`config.mk`:
```
export PLATFORM = sky130hd
export DESIGN_NAME = sll_iter
export DESIGN_NICKNAME = d
export VERILOG_FILES = /design/src/rtl/sll_iter.sv
export SDC_FILE = /design/constraint.sdc
export NUM_CORES = 1
export LEC_CHECK = 0
export ABC_AREA = 0
export BUFFER_PORTS_ARGS = -buffer_cell sky130_fd_sc_hd__clkbuf_2
export CORE_AREA = 3 3 91 93
export DETAILED_ROUTE_END_ITERATION = 8
export DIE_AREA = 0 0 94 96
export PLACE_DENSITY = 0.85
export SETUP_SLACK_MARGIN = 0.05
export SKIP_CTS_REPAIR_TIMING = 1
export SYNTH_ARGS = -nofsm -noshare
export SYNTH_HDL_FRONTEND = slang
export SYNTH_SLANG_ARGS = --single-unit
```
`constraint.sdc`:
```
create_clock -name clock -period 5.45 [get_ports clock]
set_clock_uncertainty 0.05 [all_clocks]
set_input_delay 1.09 -clock clock [delete_from_list [all_inputs] [get_ports clock]]
set_output_delay 1.09 -clock clock [all_outputs]
set_load 0.03 [all_outputs]
```
`src/rtl/sll_iter.sv`:
```
// rtl/sll_iter.sv - iterative 32-bit logical left shifter, one barrel stage per cycle
module sll_iter (
    input  logic        clock,
    input  logic        reset,
    input  logic        ctrl_start,
    input  logic [31:0] data_in,
    input  logic [4:0]  shamt,
    output logic [31:0] data_out,
    output logic        data_ready,
    output logic        busy
);

    typedef enum logic [1:0] {
        IDLE  = 2'd0,
        SHIFT = 2'd1,
        DONE  = 2'd2
    } state_t;

    state_t      r_state;
    logic [31:0] r_work;
    logic [4:0]  r_shamt;
    logic [2:0]  r_cnt;
    logic [31:0] r_data_out;
    logic        r_data_ready;
    logic        r_busy;

    logic [31:0] w_stage;
    logic        w_bit;

    // Stage k shifts by 2^k only when the captured shamt bit k is set.
    always_comb begin
        w_bit   = 1'b0;
        w_stage = r_work;
        case (r_cnt)
            3'd4: begin w_bit = r_shamt[4]; w_stage = {r_work[15:0], 16'h0}; end
            3'd3: begin w_bit = r_shamt[3]; w_stage = {r_work[23:0], 8'h0};  end
            3'd2: begin w_bit = r_shamt[2]; w_stage = {r_work[27:0], 4'h0};  end
            3'd1: begin w_bit = r_shamt[1]; w_stage = {r_work[29:0], 2'h0};  end
            3'd0: begin w_bit = r_shamt[0]; w_stage = {r_work[30:0], 1'b0};  end
            default: begin w_bit = 1'b0; w_stage = r_work; end
        endcase
        if (!w_bit) begin
            w_stage = r_work;
        end
    end

    always_ff @(posedge clock) begin
        if (reset) begin
            r_state      <= IDLE;
            r_work       <= 32'h0;
            r_shamt      <= 5'h0;
            r_cnt        <= 3'd0;
            r_data_out   <= 32'h0;
            r_data_ready <= 1'b0;
            r_busy       <= 1'b0;
        end else begin
            case (r_state)
                IDLE: begin
                    r_data_ready <= 1'b0;
                    if (ctrl_start) begin
                        r_work  <= data_in;
                        r_shamt <= shamt;
                        r_cnt   <= 3'd4;
                        r_busy  <= 1'b1;
                        r_state <= SHIFT;
                    end
                end
                SHIFT: begin
                    r_work <= w_stage;
                    if (r_cnt == 3'd0) begin
                        r_data_out   <= w_stage;
                        r_data_ready <= 1'b1;
                        r_busy       <= 1'b0;
                        r_state      <= DONE;
                    end else begin
                        r_cnt <= r_cnt - 3'd1;
                    end
                end
                DONE: begin
                    r_data_ready <= 1'b0;
                    if (ctrl_start) begin
                        r_work  <= data_in;
                        r_shamt <= shamt;
                        r_cnt   <= 3'd4;
                        r_busy  <= 1'b1;
                        r_state <= SHIFT;
                    end else begin
                        r_state <= IDLE;
                    end
                end
                default: begin
                    r_data_ready <= 1'b0;
                    r_busy       <= 1'b0;
                    r_state      <= IDLE;
                end
            endcase
        end
    end

    assign data_out   = r_data_out;
    assign data_ready = r_data_ready;
    assign busy       = r_busy;

endmodule
```
## Word level (Yosys, flattened, before mapping)

Index checks and enable logic that the tools add are counted.

| cells by class | value |
|---|---|
| multiplexer cells | 15 |
| add/sub/neg operators | 1 |
| reductions and logical operators | 11 |
| equal/unequal tests | 10 |
| bitwise gates (word level) | 1 |

Operators with widths:

| operator | count |
|---|---|
| $pmux W32 S5 | 1 |
| $mux W32 | 2 |
| $pmux W32 S2 | 1 |
| $reduce_and A2 Y1 | 5 |
| $eq A3 B2 Y1 const B | 2 |
| $mux W3 | 2 |
| $ne A2 B2 Y1 const B | 3 |
| $pmux W2 S3 | 1 |
| $pmux W3 S2 | 1 |
| $pmux W1 S5 | 1 |
| $mux W2 | 2 |
| $reduce_or A2 Y1 | 2 |
| $eq A3 B1 Y1 const B | 1 |
| $eq A3 B3 Y1 const B | 1 |
| $logic_not A3 Y1 | 1 |
| $mux W1 | 3 |
| $reduce_and A3 Y1 | 1 |
| $sub A3 B1 Y3 const B | 1 |
| $eq A2 B1 Y1 const B | 1 |
| $eq A2 B2 Y1 const B | 1 |
| $logic_not A2 Y1 | 1 |
| $ne A2 B1 Y1 const B | 1 |
| $pmux W1 S2 | 1 |
| $reduce_bool A2 Y1 | 1 |
| $not A1 Y1 | 1 |

| storage, ports and cells | value |
|---|---|
| bits of input ports | 40 |
| word-level logic and storage cells | 45 |
| flip-flop bits (word level) | 76 |

## Longest topological paths before layout

| depth | value |
|---|---|
| depth in word-level cells | 4 |
| mapped depth | 9 |
| gate-level depth less buffers | 7 |

## Worst setup path before layout

Ideal clock, no wire load.

| timing path | value |
|---|---|
| kind | input -> register |
| start | input port ctrl_start |
| end | register r_work[7] |
| path buffers | 2 |
| cell stages on the path | 6 |
| required time | 5278 ps |
| path slack | 3156 ps |
| arrival | 2122 ps |
| setup time | 122 ps |
| cells stage by stage | buf_2 nor2b_1 buf_2 nor2_1 and3_1 a311o_1 |

| between the ends | value |
|---|---|
| longest elaborated chain between the ends | 2 |

RTL lines:

| what | RTL line | RTL |
|---|---|---|
| start, declared | 5 | `input logic ctrl_start,` |
| $ne A2 B1 Y1 (no line) | -- |  |
| $reduce_and A2 Y1 (no line) | -- |  |
| end signal, assigned | 61 | `r_work <= data_in;` |
| end signal, assigned | 69 | `r_work <= w_stage;` |
| end signal, assigned | 82 | `r_work <= data_in;` |
| end, declared | 20 | `logic [31:0] r_work;` |

No other way between the ends.
A chain may end at the register's enable or synchronous reset.

## Worst setup path in the final report

| timing path | value |
|---|---|
| start | register r_cnt[0] |
| end | register r_data_out[10] (netlist: data_out[10]) |

| between the ends | value |
|---|---|
| longest elaborated chain between the ends | 3 |
| elaborated cells between the ends (all ways) | 9 |
| classes of those cells | eq/ne (4); mux (3); reduce/logical (2) |

RTL lines:

| what | RTL line | RTL |
|---|---|---|
| start, declared | 22 | `logic [2:0] r_cnt;` |
| start signal, assigned | 76 | `r_cnt <= r_cnt - 3'd1;` |
| $eq A3 B1 Y1, or another cell as far along | 34 | `case (r_cnt)` |
| $pmux W32 S5 / $pmux W1 S5 (equally long branches) | 34 |  |
| $mux W32 | 42 | `if (!w_bit) begin` |
| end signal, assigned | 71 | `r_data_out <= w_stage;` |
| end, declared | 23 | `logic [31:0] r_data_out;` |

Several ways; a longest one is shown, not always the timed one.

==> flow_metrics.tcl <==
set metrics [dict create \
    drt_iter0_drc 678 \
    required_ns 5.67 \
    post-place-ws_ns 1.92 \
    synthAdderAreaFrac_pct 1.33 \
    post-route-period-util_pct 59.8 \
    core_mm2 0.00761 \
    top_usage_layer "met2" \
    yosys.cell_types.count 61 \
    hold_ws_ns 0.399 \
    yosysSeqAreaShare_pct 32.4 \
    worstPathArrival_ns 3.48 \
    die_x_um 94 \
    gr-usage-met1_pct 39.3 \
    cts_root_buffer "clkbuf_8" \
    synth_most_common_cell "dfxtp_1" \
    synth-compound-area-share_pct 36.7 \
    netlist.area_leader.share_pct 32.4 \
    place_congestion 0.950 \
    synth-edff-count 0 \
    clkLatencyLatePin_ns 0.35 \
    synth-seq-cells 76 \
    numPortBuffers 73 \
    ys_warn_count 0 \
    synth_top_family_by_area "compound AO/OA/AOI/OAI gates" \
    diodes 0 \
    vias_per_cell 6.93 \
    fp.dieH_um 96 \
    tns_ns 0 \
    numCtsBuffers 9 \
    use_met2_pct 49.0 \
    drive_above_1_share_pct 17.7 \
    fmax_mhz 307 \
    finalSetupViolations 0 \
    hold_viol 0 \
    start_util_pct 61.6 \
    use_met3_pct 5.63 \
    fin_util_pct 67.4 \
    cts_tree "done" \
    powerDensity_mw_per_mm2 329 \
    crit_type "flop to flop" \
    cts.sinks 76 \
    nNetsFinal 646 \
    crit_family "compound AO/OA/AOI/OAI gates" \
    avgSynthCellArea_um2 8.03 \
    syn_area_mm2 0.00469 \
    area_delta_synth_final_pct 9.31 \
    htreeDepth 3 \
    muxShareOfSynthArea_pct 3.66 \
    start_kind "flop" \
    tightest_slew_ns 1.25 \
    worst_slack_ns 2.19 \
    vdd_drop_max_mv 0.271 \
    fin_crit_ns 3.26 \
    nFillCells 672 \
    synth_commonest_cells "76 x dfxtp_1, 67 x nand2_1, 41 x a22oi_1" \
    antenna_found_initial 0 \
    synthFlopType "dfxtp_1" \
    max_stage_delay_ns 0.96 \
    path_buf_inv 2 \
    grt_max_degree 61 \
    gr-usage-all-layers_pct 30.8 \
    slew_headroom_pct 16.3 \
    final_antenna_net_count 0 \
    io_pins 74 \
    gr-total-overflow 0 \
    dieArea_mm2 0.00902 \
    cap_violations 0 \
    synthXorXnorAreaFrac_pct 0 \
    yosys.area_share.simple_pct 17.7 \
    drc 0 \
    rsz0062_at_grt "no" \
    path_clk_slew_ns 0.08 \
    clock_path_buffers 2 \
    placementRows 32 \
    drv_slew 0 \
    synth_largest_area_cell "dfxtp_1" \
    vias 4907 \
    synth_nets 629 \
    crit_slowest_cell "a31o_1" \
    wl_per_cell_um 19.6 \
    routed_wirelength_um 13900 \
    grt_pass1_vias 4356 \
    syn_inst 584 \
    drt-pass1-iter-count 6 \
    cp_cell_sequence "inv_1 -> ha_2 -> buf_4 -> a22oi_2 -> a31o_1 -> a22oi_1 -> o21ai_0" \
    critical_path.max_fanout 60 \
    worstHoldPathType "flop to flop" \
    ys_async_sr_fraction_pct 0 \
    grt_pass1_wl_um 21900 \
    power_leakage_nw 2.09 \
    crit_path_end_kind "flop" \
    dp_hpwl_um 9170 \
    synth_area_leaders "dfxtp_1 32%, a22oi_1 6.6%, nand2_1 5.4%" \
    status "completed" \
]
==> flip-flops by register name, indices dropped and copies added, names as in the netlist <==
| register | count |
|---|---|
| data_out | 32 |
| data_ready | 1 |
| r_work | 32 |
| r_shamt | 5 |
| r_state | 2 |
| busy | 1 |
| r_cnt | 3 |
==> per-stage QoR <==
step	cells	cell area, um^2	power (mW)
6_report	708	5130	1.68
2_1_floorplan	584	4690	1.03
5_1_grt	708	5130	1.76
3_3_place_gp	692	4880	1.12
4_1_cts	708	5130	1.68
3_5_place_dp	692	4880	1.14
==> worst min-delay path: cells and delay by family (launching register included) <==
family | cells | cell delay, ns
and+or+nand+nor | 1 | 0.05
AOI/OAI and AO/OA | 1 | 0.05
DFF | 1 | 0.31
==> final cells by class <==
class                      instances  area (um^2)  area share (%)
clock buffer                      11          141            2.76
clock inverter                     5          108            2.10
inverter                           6         22.5           0.439
multi-input combinational        428         2790            54.4
sequential                        76         1520            29.7
tap                              102          128            2.49
timing repair buffer              80          418            8.15
==> final timing paths <==
kind,cells past startpoint,slack (ns),to,from
worst max-delay path,7,2.19,data_out[10],r_cnt[0]
worst min-delay path,2,0.40,data_out[22],data_out[22]
worst max register to register,7,2.19,data_out[10],r_cnt[0]
worst min register to register,2,0.40,data_out[22],data_out[22]
==> cell usage in the layout (no fill, tap or decap), types with 3 or more instances in the layout <==
cell type and n:
dfxtp_1 76, clkbuf_2 73, nand2_1 67, a22oi_1 41, a21oi_1 36, nor2_1 33
nand3_1 23, a22o_1 18, a21boi_0 17, mux2i_1 16, a31oi_1 15, o21ai_0 15
a32oi_1 13, a21o_1 13, o22ai_1 12, nor4_1 11, clkbuf_8 10, a311oi_1 8
a211o_1 8, and4_1 7, a221o_1 7, buf_4 7, nor2b_1 6, inv_1 5
o21ai_1 5, a222oi_1 4, nor3_1 4, ha_1 4, o31ai_1 3, nand3b_1 3
o311a_1 3, and3_1 3, bufinv_16 3
==> logic make-up after synthesis <==
group / after synthesis
compound gates: 234
fa+ha+maj: 5
buf+inv: 80
flops: 76
mux: 17
simple gates: 172
==> power breakdown <==
part | total, mW | internal, mW | switching (mW)
registers | 0.696 | 0.606 | 0.0902
clock network | 0.543 | 0.320 | 0.223
logic | 0.446 | 0.166 | 0.280
total | 1.68 | 1.09 | 0.593
==> per-layer routing <==
| metal | share of wire [%] | wire (um) |
|---|---|---|
| met5 | 0 | 0 |
| met4 | 5.3 | 734 |
| met3 | 8.6 | 1190 |
| met2 | 47 | 6540 |
| met1 | 39 | 5440 |
(Power assumes the default switching activity.)
